$ cat config.mk
export PLATFORM = sky130hd
export DESIGN_NAME = instrom_arbiter_flat
export DESIGN_NICKNAME = d
export VERILOG_FILES = /design/src/rtl/instrom_pkg.sv /design/src/rtl/instrom_arbiter_if.sv /design/src/rtl/instrom_arb_pick.sv /design/src/rtl/instrom_arbiter.sv /design/src/flat_wrapper.sv
export SDC_FILE = /design/constraint.sdc
export NUM_CORES = 1
export LEC_CHECK = 0
export CORE_MARGIN = 3
export CORE_UTILIZATION = 32
export CTS_BUF_LIST = sky130_fd_sc_hd__clkbuf_2
export DETAILED_ROUTE_END_ITERATION = 6
export PLACE_DENSITY = 0.84
export SYNTH_ARGS = -nofsm -noshare
export SYNTH_HDL_FRONTEND = slang
export SYNTH_SLANG_ARGS = --single-unit
$ cat constraint.sdc
create_clock -name clk -period 2.5 [get_ports clk]
set_clock_uncertainty 0.15 [all_clocks]
set_input_delay 0.5 -clock clk [delete_from_list [all_inputs] [get_ports clk]]
set_output_delay 0.5 -clock clk [all_outputs]
set_load 0.02 [all_outputs]
$ cat src/rtl/instrom_pkg.sv
// Shared definitions for the instruction ROM arbiter and the instrom wrapper.
package instrom_pkg;

    // Byte address of ROM word 0.
    localparam logic [31:0] PC_BASE_ADDR_DEF = 32'h8000_0000;

    // ROM geometry, shared with the instrom wrapper.
    localparam int unsigned ROM_DEPTH_DEF = 32;
    localparam int unsigned ROM_AW_DEF    = $clog2(ROM_DEPTH_DEF);

    // Arbiter FSM: one ROM access outstanding at a time.
    typedef enum logic [1:0] {
        StIdle,
        StWait,
        StResp
    } arb_state_e;

endpackage

$ cat src/rtl/instrom_arbiter_if.sv
// Bundle of the two requester ports and the ROM read port around instrom_arbiter.
// master: the surrounding system (core ports plus ROM wrapper); slave: the arbiter.
interface instrom_arbiter_if #(
    parameter int unsigned ADDR_W = 32,
    parameter int unsigned DATA_W = 32,
    parameter int unsigned ROM_AW = instrom_pkg::ROM_AW_DEF
);
    // Port 0: instruction fetch
    logic              m0_req;
    logic [ADDR_W-1:0] m0_addr;
    logic              m0_gnt;
    logic              m0_rvalid;
    logic [DATA_W-1:0] m0_rdata;
    logic              m0_err;
    logic              m0_rready;

    // Port 1: read-only data loads
    logic              m1_req;
    logic [ADDR_W-1:0] m1_addr;
    logic              m1_gnt;
    logic              m1_rvalid;
    logic [DATA_W-1:0] m1_rdata;
    logic              m1_err;
    logic              m1_rready;

    // ROM read port
    logic              rom_ren;
    logic [ROM_AW-1:0] rom_addr;
    logic [DATA_W-1:0] rom_rdata;

    modport master (
        output m0_req, m0_addr, m0_rready,
        input  m0_gnt, m0_rvalid, m0_rdata, m0_err,
        output m1_req, m1_addr, m1_rready,
        input  m1_gnt, m1_rvalid, m1_rdata, m1_err,
        input  rom_ren, rom_addr,
        output rom_rdata
    );

    modport slave (
        input  m0_req, m0_addr, m0_rready,
        output m0_gnt, m0_rvalid, m0_rdata, m0_err,
        input  m1_req, m1_addr, m1_rready,
        output m1_gnt, m1_rvalid, m1_rdata, m1_err,
        output rom_ren, rom_addr,
        input  rom_rdata
    );

endinterface

$ cat src/rtl/instrom_arb_pick.sv
// Two-requester grant logic producing a one-hot grant.
// Build option INSTROM_ARB_RR_EN: round-robin with a last-granted pointer;
// otherwise fixed priority with port 0 (fetch) winning contention.
module instrom_arb_pick (
`ifdef INSTROM_ARB_RR_EN
    input  logic       clk,
    input  logic       rst_n,
`endif
    input  logic       en,
    input  logic [1:0] req,
    output logic [1:0] gnt
);

`ifdef INSTROM_ARB_RR_EN
    // Last-granted port; resets to 1 so port 0 wins the first contention.
    logic ptr_q;

    // Uncontended requests pass straight through; on contention the other port wins.
    always_comb begin
        gnt = 2'b00;
        if (en) begin
            if (req == 2'b11) begin
                gnt = ptr_q ? 2'b01 : 2'b10;
            end else begin
                gnt = req;
            end
        end
    end

    // Pointer follows every grant.
    always_ff @(posedge clk) begin
        if (!rst_n) begin
            ptr_q <= 1'b1;
        end else if (|gnt) begin
            ptr_q <= gnt[1];
        end
    end
`else
    // Port 0 always wins; port 1 only when port 0 is idle.
    always_comb begin
        gnt = 2'b00;
        if (en) begin
            if (req[0]) begin
                gnt = 2'b01;
            end else if (req[1]) begin
                gnt = 2'b10;
            end
        end
    end
`endif

endmodule

$ cat src/rtl/instrom_arbiter.sv
// Shares the single instruction ROM read port between fetch (port 0) and
// read-only data loads (port 1). One access outstanding; addresses are checked
// for alignment and range before the ROM is touched; responses are held until
// the owner accepts them.
// Build option INSTROM_ARB_RR_EN selects round-robin arbitration (default: fixed).
module instrom_arbiter
    import instrom_pkg::*;
#(
    parameter int unsigned       ADDR_W       = 32,
    parameter int unsigned       DATA_W       = 32,
    parameter logic [ADDR_W-1:0] PC_BASE_ADDR = PC_BASE_ADDR_DEF,
    parameter int unsigned       ROM_DEPTH    = ROM_DEPTH_DEF
) (
    input  logic               clk,
    input  logic               rst_n,
    instrom_arbiter_if.slave   bus
);

    localparam int unsigned       ROM_AW    = $clog2(ROM_DEPTH);
    localparam logic [ADDR_W-1:0] ROM_BYTES = ADDR_W'(ROM_DEPTH * 4);

    arb_state_e        state_q;
    logic              owner_q;
    logic [DATA_W-1:0] rdata_q;
    logic              err_q;

    logic              pick_en;
    logic [1:0]        req;
    logic [1:0]        gnt;
    logic              granting;
    logic [ADDR_W-1:0] sel_addr;
    logic [ADDR_W-1:0] off;
    logic              bad;
    logic              owner_rready;

    // Grants only from IDLE and never while reset is held.
    assign pick_en = rst_n && (state_q == StIdle);
    assign req     = {bus.m1_req, bus.m0_req};

    instrom_arb_pick u_pick (
`ifdef INSTROM_ARB_RR_EN
        .clk   (clk),
        .rst_n (rst_n),
`endif
        .en    (pick_en),
        .req   (req),
        .gnt   (gnt)
    );

    // Address check of the granted port and ROM read issue in the grant cycle.
    always_comb begin
        granting = |gnt;
        sel_addr = gnt[1] ? bus.m1_addr : bus.m0_addr;
        // Below-base addresses wrap to a huge offset and fail the range test.
        off      = sel_addr - PC_BASE_ADDR;
        bad      = (sel_addr[1:0] != 2'b00) || (off >= ROM_BYTES);
        bus.m0_gnt   = gnt[0];
        bus.m1_gnt   = gnt[1];
        bus.rom_ren  = granting && !bad;
        bus.rom_addr = bus.rom_ren ? off[ROM_AW+1:2] : '0;
    end

    // Response is presented only to the owner; the other port sees all zeros.
    always_comb begin
        bus.m0_rvalid = (state_q == StResp) && !owner_q;
        bus.m1_rvalid = (state_q == StResp) &&  owner_q;
        bus.m0_rdata  = bus.m0_rvalid ? rdata_q : '0;
        bus.m1_rdata  = bus.m1_rvalid ? rdata_q : '0;
        bus.m0_err    = bus.m0_rvalid && err_q;
        bus.m1_err    = bus.m1_rvalid && err_q;
        owner_rready  = owner_q ? bus.m1_rready : bus.m0_rready;
    end

    // Access FSM with owner and response register.
    always_ff @(posedge clk) begin
        if (!rst_n) begin
            state_q <= StIdle;
            owner_q <= 1'b0;
            rdata_q <= '0;
            err_q   <= 1'b0;
        end else begin
            unique case (state_q)
                StIdle: begin
                    if (granting) begin
                        owner_q <= gnt[1];
                        if (bad) begin
                            rdata_q <= '0;
                            err_q   <= 1'b1;
                            state_q <= StResp;
                        end else begin
                            state_q <= StWait;
                        end
                    end
                end
                StWait: begin
                    rdata_q <= bus.rom_rdata;
                    err_q   <= 1'b0;
                    state_q <= StResp;
                end
                StResp: begin
                    // Return to IDLE only; the next grant waits a cycle.
                    if (owner_rready) begin
                        state_q <= StIdle;
                    end
                end
                default: state_q <= StIdle;
            endcase
        end
    end

endmodule
$ cat src/flat_wrapper.sv
// flat-port wrapper written by rule: the top's interface ports become plain ports
module instrom_arbiter_flat import instrom_pkg::*;
#(
    parameter int unsigned       ADDR_W       = 32,
    parameter int unsigned       DATA_W       = 32,
    parameter logic [ADDR_W-1:0] PC_BASE_ADDR = PC_BASE_ADDR_DEF,
    parameter int unsigned       ROM_DEPTH    = ROM_DEPTH_DEF
)
  (clk, rst_n, bus_m0_req, bus_m0_addr, bus_m0_rready, bus_m0_gnt, bus_m0_rvalid, bus_m0_rdata, bus_m0_err, bus_m1_req, bus_m1_addr, bus_m1_rready, bus_m1_gnt, bus_m1_rvalid, bus_m1_rdata, bus_m1_err, bus_rom_ren, bus_rom_addr, bus_rom_rdata);
  instrom_arbiter_if #(.ADDR_W(ADDR_W), .DATA_W(DATA_W)) bus_i ();
  input  logic clk;
  input  logic rst_n;
  input wire logic [$bits(bus_i.m0_req)-1:0] bus_m0_req;
  input wire logic [$bits(bus_i.m0_addr)-1:0] bus_m0_addr;
  input wire logic [$bits(bus_i.m0_rready)-1:0] bus_m0_rready;
  output wire logic [$bits(bus_i.m0_gnt)-1:0] bus_m0_gnt;
  output wire logic [$bits(bus_i.m0_rvalid)-1:0] bus_m0_rvalid;
  output wire logic [$bits(bus_i.m0_rdata)-1:0] bus_m0_rdata;
  output wire logic [$bits(bus_i.m0_err)-1:0] bus_m0_err;
  input wire logic [$bits(bus_i.m1_req)-1:0] bus_m1_req;
  input wire logic [$bits(bus_i.m1_addr)-1:0] bus_m1_addr;
  input wire logic [$bits(bus_i.m1_rready)-1:0] bus_m1_rready;
  output wire logic [$bits(bus_i.m1_gnt)-1:0] bus_m1_gnt;
  output wire logic [$bits(bus_i.m1_rvalid)-1:0] bus_m1_rvalid;
  output wire logic [$bits(bus_i.m1_rdata)-1:0] bus_m1_rdata;
  output wire logic [$bits(bus_i.m1_err)-1:0] bus_m1_err;
  output wire logic [$bits(bus_i.rom_ren)-1:0] bus_rom_ren;
  output wire logic [$bits(bus_i.rom_addr)-1:0] bus_rom_addr;
  input wire logic [$bits(bus_i.rom_rdata)-1:0] bus_rom_rdata;
  assign bus_i.m0_req = bus_m0_req;
  assign bus_i.m0_addr = bus_m0_addr;
  assign bus_i.m0_rready = bus_m0_rready;
  assign bus_m0_gnt = bus_i.m0_gnt;
  assign bus_m0_rvalid = bus_i.m0_rvalid;
  assign bus_m0_rdata = bus_i.m0_rdata;
  assign bus_m0_err = bus_i.m0_err;
  assign bus_i.m1_req = bus_m1_req;
  assign bus_i.m1_addr = bus_m1_addr;
  assign bus_i.m1_rready = bus_m1_rready;
  assign bus_m1_gnt = bus_i.m1_gnt;
  assign bus_m1_rvalid = bus_i.m1_rvalid;
  assign bus_m1_rdata = bus_i.m1_rdata;
  assign bus_m1_err = bus_i.m1_err;
  assign bus_rom_ren = bus_i.rom_ren;
  assign bus_rom_addr = bus_i.rom_addr;
  assign bus_i.rom_rdata = bus_rom_rdata;
  instrom_arbiter #(.ADDR_W(ADDR_W), .DATA_W(DATA_W), .PC_BASE_ADDR(PC_BASE_ADDR), .ROM_DEPTH(ROM_DEPTH)) u_core (.clk(clk), .rst_n(rst_n), .bus(bus_i));
endmodule
# == Yosys cells after proc, flatten, opt, wreduce, memory -nomap -nowiden ==
# Index checks and enable logic that the tools add are counted.
# word_totals
out_inout_bits,76
ff_bits,36
word_cells,45
in_bits,102
# classes
muxes,18
n_addsub,1
reduce_logical,16
eq_ne,5
n_lt_le_gt_ge,1
# op_table
cell,count
two-way mux 32 bit,5
one-hot mux 32 bit (2 select lines),1
greater-or-equal comparator 32 x 8 -> 1 bit (second input constant),1
subtractor 32 bit (second input constant),1
two-way mux 2 bit,6
logical AND 1 bit,6
!= test 2 x 1 -> 1 bit (second input constant),3
one-hot mux 2 bit (3 select lines),1
two-way mux 5 bit,1
AND reduction 2 bit,2
nonzero test 2 bit,2
two-way mux 1 bit,3
AND reduction 3 bit,1
equality test 2 x 1 -> 1 bit (second input constant),1
equality test 2 bit (second input constant),1
logical NOT 1 bit,2
logical NOT 2 bit,1
one-hot mux 1 bit (2 select lines),1
OR reduction 2 bit,1
logical OR 1 bit,1

# == Longest topological paths before layout ==
# Gate-level depths: netlist of run 1.
# depth
word_depth,10
mapped_depth,7
mapped_depth_nobuf,6

# == Hierarchy ==
# Synthesis of run 1 repeated with hierarchy kept, for this count alone.
# unflattened
cells_unflattened,250
area_unflattened_um2,2187.1
# by_module_without_submodules
mod,area_each_um2,instances,seq_area_each_um2,cells_each
instrom_arbiter,2170.8,1,720.7,248
instrom_arb_pick,16.3,1,0.0,2

# == Worst setup path before layout of run 1 ==
# No wires, ideal clock.
# synth_path
kind,input port to output port
start,input port bus_m0_addr[18]
end,output port bus_rom_addr[0]
arrival_ns,1.843
path_stages,5
setup_slack_ns,0.007
t_required_ns,1.850
n_path_buf,0
cell_sequence,nor4b_1 nand4_2 nor4_1 o21ai_1 a21oi_1
# synth_via
elab_chain_len,7
# synth_lines
item,line,source
from (decl),flat_wrapper.sv:14,input wire logic [$bits(bus_i.m0_addr)-1:0] bus_m0_addr;
two-way mux 32 bit,instrom_arbiter.sv:53,sel_addr = gnt[1] ? bus.m1_addr : bus.m0_addr;
subtractor 32 bit,instrom_arbiter.sv:55,off = sel_addr - PC_BASE_ADDR;
greater-or-equal comparator 32 x 8 -> 1 bit,instrom_arbiter.sv:56,bad = (sel_addr[1:0] != 2'b00) || (off >= ROM_BYTES);
logical OR 1 bit,instrom_arbiter.sv:56,
logical NOT 1 bit,instrom_arbiter.sv:59,bus.rom_ren = granting && !bad;
logical AND 1 bit,instrom_arbiter.sv:59,
two-way mux 5 bit,instrom_arbiter.sv:60,bus.rom_addr = bus.rom_ren ? off[ROM_AW+1:2] : '0;
to (decl),flat_wrapper.sv:28,output wire logic [$bits(bus_i.rom_addr)-1:0] bus_rom_addr;
# Every way passes these cells.

# == Worst setup path in the final report of run 1 ==
# layout_path
start,register u_core.state_q[0]
end,output port bus_rom_addr[1]
# layout_via
elab_chain_len,10
# layout_lines
item,line,source
from (decl),instrom_arbiter.sv:22,arb_state_e state_q;
from (signal assigned),instrom_arbiter.sv:77,state_q <= StIdle;
from (signal assigned),instrom_arbiter.sv:89,state_q <= StResp;
from (signal assigned),instrom_arbiter.sv:91,state_q <= StWait;
logical NOT 2 bit *,instrom_arbiter.sv:37,assign pick_en = rst_n && (state_q == StIdle);
logical AND 1 bit *,instrom_arbiter.sv:37,
two-way mux 2 bit *,instrom_arb_pick.sv:42,if (en) begin
two-way mux 32 bit,instrom_arbiter.sv:53,
subtractor 32 bit,instrom_arbiter.sv:55,
greater-or-equal comparator 32 x 8 -> 1 bit,instrom_arbiter.sv:56,
logical OR 1 bit,instrom_arbiter.sv:56,
logical NOT 1 bit,instrom_arbiter.sv:59,
logical AND 1 bit,instrom_arbiter.sv:59,
two-way mux 5 bit *,instrom_arbiter.sv:60,
# Mark *: on every way between the ends. The rest lies on a longest branch, timed or not.

==> impl_metrics.json, run 1 <==
{
  "numCtsBuffers": 5,
  "syn_avg_cell_area_um2": 9.150,
  "multi_input_area_um2": 1294,
  "cts.sinks": 36,
  "rsz0062_at_grt": "true",
  "fillCellCount": 466,
  "yosysSeqAreaShare": 0.3733,
  "slew_headroom": 0.8003,
  "reg2reg_depth": 10,
  "leakage_nw": 1.945,
  "netlist.top_cell.by_area": "dfxtp_1",
  "synth_area_um2": 1931,
  "holdBufCountCts": 0,
  "groute.usage.overall": 0.2168,
  "cp-start-kind": "flip-flop",
  "period_share": 1.020,
  "cpMaxStageDelayCell": "dfxtp_2",
  "num_antenna_cells": 0,
  "synthTopCellsByCount": "and2_1 (66), dfxtp_1 (36), a22o_1 (32), nand2_1 (14), nor4_1 (13)",
  "drt_iter0_drc": 99,
  "portBuffers": 177,
  "min_period_ps": 2551,
  "critPathCapture": "bus_rom_addr[1]",
  "htreeDepth": 2,
  "min_path_type": "reg -> reg",
  "worstReg2RegEnd": "u_core.err_q",
  "slew_violations": 0,
  "viasPerCell": 4.946,
  "crit_start": "u_core.state_q[0]",
  "gr-total-overflow": 0,
  "drive_gt1_frac": 0.4151,
  "yosysUniqueCellTypes": 31,
  "coreArea_um2": 5675,
  "synth_top_area_share": 0.3733,
  "die_h_um": 83.68,
  "cp_num_buf_inv": 2,
  "yosysWarnings": 0,
  "synth_area_leaders": "dfxtp_1 (37%), and2_1 (21%), a22o_1 (15%)",
  "grt_max_degree": 23,
  "cts_tree": "done",
  "die_w_um": 83.68,
  "ir_worst_vdd_uv": 206.2,
  "row_count": 27,
  "yosysMostFrequentCell": "and2_1",
  "ys_ff_latch": 36,
  "worstMarginPinSlew_ps": 297.3,
  "wirelength_um": 7898,
  "critical_path_class": "reg -> out",
  "synthFlopType": "dfxtp_1",
  "ant_nets": 0,
  "drcViolationCount": 0,
  "tns_ps": -177.9,
  "final_cell_count_no_fill": 496,
  "cp.required_ps": 1850,
  "placed_cells": 478,
  "ios": 178,
  "slowest_delay_ps": 370,
  "timing.final.ws_setup_ps": -50.93,
  "cts-root-buf": "clkbuf_2",
  "setup_viol": 5,
  "synthToLayoutAreaGrowth_pct": 108.4,
  "wl_per_cell_um": 15.92,
  "clk_pin_slew_ps": 200,
  "ff_latch_area_um2": 725.7,
  "power.total_w": 0.001265,
  "dp_hpwl_um": 5937,
  "path_cells": "buf_6, nor2_4, nand4b_4, nor4_4, o21ai_4, a21oi_2, buf_4",
  "netlist_instances": 211,
  "grt_pass1_wl_um": 12340,
  "drv_cap": 0,
  "start_util": 0.3402,
  "vias": 2453,
  "cpLargestDelayFamily": "simple AND/OR/NAND/NOR gates",
  "gp_congestion": 0.7561,
  "antenna_found_initial": 0,
  "worstPathMaxFanout": 7,
  "whs_path_depth": 1,
  "r2r_slack_ps": 340,
  "violations": "setup timing",
  "dr.pass1.iters": 4,
  "end_kind": "primary output",
  "synth_nets": 313,
  "dieArea_um2": 7002,
  "status": "complete, but fails checks",
  "fin_nets": 525,
  "power.density_nw_per_um2": 314.4,
  "max_freq_ghz": 0.3920,
  "synth_edf_count": 0,
  "cp.arrival_ps": 1900,
  "path_depth": 7,
  "hold_viol_final": 0,
  "cts_buffer_depth": 2,
  "first_global_vias": 2568,
  "r2r_start": "u_core.state_q[0]",
  "ys_async_sr_fraction": 0,
  "clock_latency_ps": 380,
  "fin_util": 0.7088
}
through the flow:
step	setup WS [ps]	hold slack [ps]	area [um2]
after floorplan	7.039	297.8	1931
after global placement	-930.4	312.3	3969
after detailed placement	-998.4	314.6	3969
after CTS	-81.50	361.0	4100
after global routing	-167.5	391.4	4023
final	-50.93	357.0	4023
where the power goes:
| group | switching [W] | internal, W | total, W |
|---|---|---|---|
| clock network | 0.000195 | 0.000163 | 0.000358 |
| logic | 0.000119 | 0.000203 | 0.000323 |
| registers | 0.00000529 | 0.000579 | 0.000584 |
worst min-delay path by stage:
stage,end,slack [ps],startpoint
2_1_floorplan,u_core.rdata_q[7],300,u_core.rdata_q[7]
3_3_place_gp,u_core.rdata_q[8],310,u_core.rdata_q[8]
3_5_place_dp,u_core.rdata_q[31],310,u_core.rdata_q[31]
4_1_cts,u_core.rdata_q[31],360,u_core.rdata_q[31]
5_1_grt,u_core.rdata_q[20],390,u_core.rdata_q[20]
6_report,u_core.rdata_q[22],360,u_core.rdata_q[22]
state kept, by name, indices dropped and copies added, names as in the netlist:
name,flops
u_core.err_q,1
u_core.owner_q,1
u_core.rdata_q,32
u_core.state_q,2
worst register-to-register path: cells and delay by family, from the launching register on:
kind,cells,cell delay (ps)
simple gates,3,310
compound gates,2,630
buf+inv,5,610
flops,1,370
metal layers:
layer,vias up,track usage,part of all wire
met5,-,0,0
met4,0,0.05263,0.015
met3,11,0.05528,0.078
met2,123,0.4353,0.54
met1,1139,0.2183,0.36
li1,1180,-,-
logic make-up after synthesis:
kind of cell           count (synthesis)  synth area share
AOI/OAI and AO/OA                     44            0.1867
and+or+nand+nor                      114            0.3752
muxes                                  1          0.005832
buffers and inverters                 16           0.05898
DFF                                   36            0.3733
final cells by class:
cell class	count	share of cell area
timing repair buffer	217	0.4551
clock inverter	3	0.009331
multi-input combinational	159	0.3216
sequential	36	0.1804
clock buffer	5	0.006221
tap	72	0.02240
inverter	4	0.004977
placed cells by master, fill, tap and decap left out, drive strengths merged, types with 2 or more instances in the layout:
master and instances:
clkdlybuf4s15 15, nand2 14, clkinv 3, nor2 7, nor4 15, inv 3, clkdlybuf4s50 44, nand4 2
buf 125, and2 66, nor4b 2, dfxtp 36, a21oi 6, or3 2, a22o 33, clkbuf 8
o21ai 3, dlygate4sd2 29
repair_timing:
item                                    CTS  global route
gates cloned                              1             2
endpoints found under the setup margin   76            66
pin swaps                                22             6
buffers inserted                          5             3
gates resized for setup                 404            98
Note: power is estimated with default switching activity, not from simulation.
==> inputs of run 2 (changes only) <==
--- a/config.mk
+++ b/config.mk
@@ -8,8 +8,10 @@
 export CORE_MARGIN = 3
 export CORE_UTILIZATION = 32
 export CTS_BUF_LIST = sky130_fd_sc_hd__clkbuf_2
+export CTS_CLUSTER_SIZE = 8
 export DETAILED_ROUTE_END_ITERATION = 6
 export PLACE_DENSITY = 0.84
+export SETUP_SLACK_MARGIN = 0.02
 export SYNTH_ARGS = -nofsm -noshare
 export SYNTH_HDL_FRONTEND = slang
 export SYNTH_SLANG_ARGS = --single-unit
==> constraint.sdc (replaced) <==
create_clock -name clk -period 2.8 [get_ports clk]
set_clock_uncertainty 0.15 [all_clocks]
set_input_delay 0.56 -clock clk [delete_from_list [all_inputs] [get_ports clk]]
set_output_delay 0.56 -clock clk [all_outputs]
set_load 0.02 [all_outputs]
==> run 2 against run 1 <==
The run still ends with setup timing left. Combinational power decreased by 20%. Global-route usage decreased by 0.78 points. Sequential share of layout area decreased by 0.58 points. Die area unchanged. Power decreased by 19%. Via count decreased by 0.90%. Cell area increased by 2.6%. Register-to-register slack improved by 330 ps. Largest power group unchanged. Highest routed layer unchanged.
==> impl_metrics.json, run 2 (synthesis results as in run 1) <==
{
  "min_path_type": "reg -> reg",
  "r2r_slack_ps": 670,
  "slew_headroom": 0.7198,
  "dieArea_um2": 7002,
  "status": "complete, but fails checks",
  "cp.arrival_ps": 2120,
  "worstMarginPinSlew_ps": 416.9,
  "setup_viol": 5,
  "viasPerCell": 4.992,
  "wl_per_cell_um": 16.76,
  "largest-register": "u_core.rdata_q",
  "drt_iter0_drc": 117,
  "grt_pass1_wl_um": 12010,
  "hold-path-endpoint": "u_core.rdata_q[13]",
  "worstPathMaxFanout": 7,
  "drive_gt1_frac": 0.2077,
  "whs_path_depth": 1,
  "cp_num_buf_inv": 2,
  "min_from": "u_core.rdata_q[13]",
  "path_cells": "clkdlybuf4s50_1, nor4_1, nand2_1, nor4_4, o21ai_4, a21oi_2, buf_4",
  "synthToLayoutAreaGrowth_pct": 113.8,
  "grt_max_degree": 32,
  "fillCellCount": 450,
  "vias": 2431,
  "cts-root-buf": "clkbuf_2",
  "row_count": 27,
  "htreeDepth": 2,
  "worstReg2RegEnd": "u_core.rdata_q[15]",
  "gp_congestion": 0.7801,
  "dp_hpwl_um": 5842,
  "numCtsBuffers": 5,
  "final_area_um2": 4128,
  "fin_nets": 515,
  "reg2reg_depth": 8,
  "wirelength_um": 8162,
  "clock_latency_ps": 360,
  "layout_commonest_cell": "dlygate4sd2_1",
  "end_kind": "primary output",
  "cp-start-kind": "input pin",
  "max_freq_ghz": 0.3535,
  "holdBufCountCts": 0,
  "period_share": 1.010,
  "groute.usage.overall": 0.2090,
  "critical_path_class": "in -> out",
  "power.density_nw_per_um2": 248.1,
  "start_util": 0.3402,
  "antenna_found_initial": 1,
  "cts_tree": "done",
  "final_cell_mix": "dlygate4sd2_1 (70), and2_1 (66), clkdlybuf4s50_1 (51)",
  "ios": 178,
  "dr.pass1.iters": 4,
  "clk_pin_slew_ps": 180,
  "whs_ps": 364.1,
  "slowest_delay_ps": 410,
  "ir_worst_vdd_uv": 140.5,
  "ant_nets": 0,
  "slew_violations": 0,
  "violations": "setup timing",
  "first_global_vias": 2467,
  "drv_cap": 0,
  "dpl_cell_area_um2": 3899,
  "cp.required_ps": 2090,
  "cts.sinks": 36,
  "timing.final.ws_setup_ps": -28.52,
  "die_h_um": 83.68,
  "coreArea_um2": 5675,
  "largest_register_ffs": 32,
  "cpMaxStageDelayCell": "clkdlybuf4s50_1",
  "r2r_start": "u_core.state_q[1]",
  "die_w_um": 83.68,
  "min_period_ps": 2829,
  "reg.largest.list": "u_core.rdata_q (32), u_core.state_q (2)",
  "hold_viol_final": 0,
  "cts_buffer_depth": 2,
  "cpLargestDelayFamily": "simple AND/OR/NAND/NOR gates",
  "gr-total-overflow": 0,
  "drcViolationCount": 0,
  "leakage_nw": 2.331,
  "portBuffers": 177
}
## run 2: how the worst max path moves through the flow
stage,start,end,slack [ps],cells past startpoint
CTS,bus_m0_addr[21],bus_rom_addr[4],-30,7
global route,bus_m0_addr[16],bus_rom_addr[2],-140,7
global placement,bus_m0_addr[29],bus_rom_addr[2],-750,7
detailed placement,bus_m0_addr[17],bus_rom_addr[3],-830,7
floorplan,bus_m0_addr[18],bus_rom_addr[0],190,5
finish,bus_m0_addr[16],bus_rom_addr[3],-30,7
## run 2: layout make-up
cell class | count | area (um2) | area share
timing repair buffer | 207 | 1973 | 0.4780
multi-input combinational | 159 | 1277 | 0.3095
sequential | 36 | 720.7 | 0.1746
tap | 72 | 90.09 | 0.02182
clock buffer | 5 | 25.02 | 0.006062
inverter | 4 | 20.02 | 0.004850
clock inverter | 3 | 18.77 | 0.004547
antenna | 1 | 2.502 | 0.0006062
## run 2: repair_timing
action | in CTS | in global routing
cloned | 0 | 0
pin swaps | 9 | 21
gates resized for setup | 121 | 77
endpoints found under the setup margin | 69 | 12
setup buffers | 1 | 5
## run 2: routing by layer
metal,part of all wire,vias to the layer above,GRT usage
met5,0,-,0
met3,0.070,16,0.05035
li1,-,1156,-
met1,0.36,1129,0.2169
met4,0.026,0,0.04532
met2,0.55,130,0.4165
## run 2: metrics by stage
step | setup WS (ps) | cells | power, W | util | TNS, ps
finish | -28.52 | 487 | 0.001024 | 0.7273 | -84.29
global route | -135.3 | 487 | 0.001076 | 0.7273 | -663.0
CTS | -29.26 | 481 | 0.001031 | 0.6894 | -109.8
detailed placement | -828.1 | 472 | 0.0007817 | 0.6869 | -5043
global placement | -750.3 | 472 | 0.0007769 | 0.6869 | -4497
floorplan | 187.0 | 211 | 0.0005968 | - | 0
## run 2: power breakdown
group | switching, W | internal [W]
clock network | 0.000183 | 0.0000605
registers | 0.00000369 | 0.000517
logic | 0.0000996 | 0.000159
total | 0.000287 | 0.000737
==> inputs of run 3 (changes only) <==
--- a/config.mk
+++ b/config.mk
@@ -8,6 +8,7 @@
 export CORE_MARGIN = 3
 export CORE_UTILIZATION = 32
 export CTS_BUF_LIST = sky130_fd_sc_hd__clkbuf_2
+export CTS_CLUSTER_DIAMETER = 60
 export CTS_CLUSTER_SIZE = 8
 export DETAILED_ROUTE_END_ITERATION = 6
 export PLACE_DENSITY = 0.84
==> results of run 3 <==
Same layout as run 2: the final DEF is identical, and so are final timing and power.
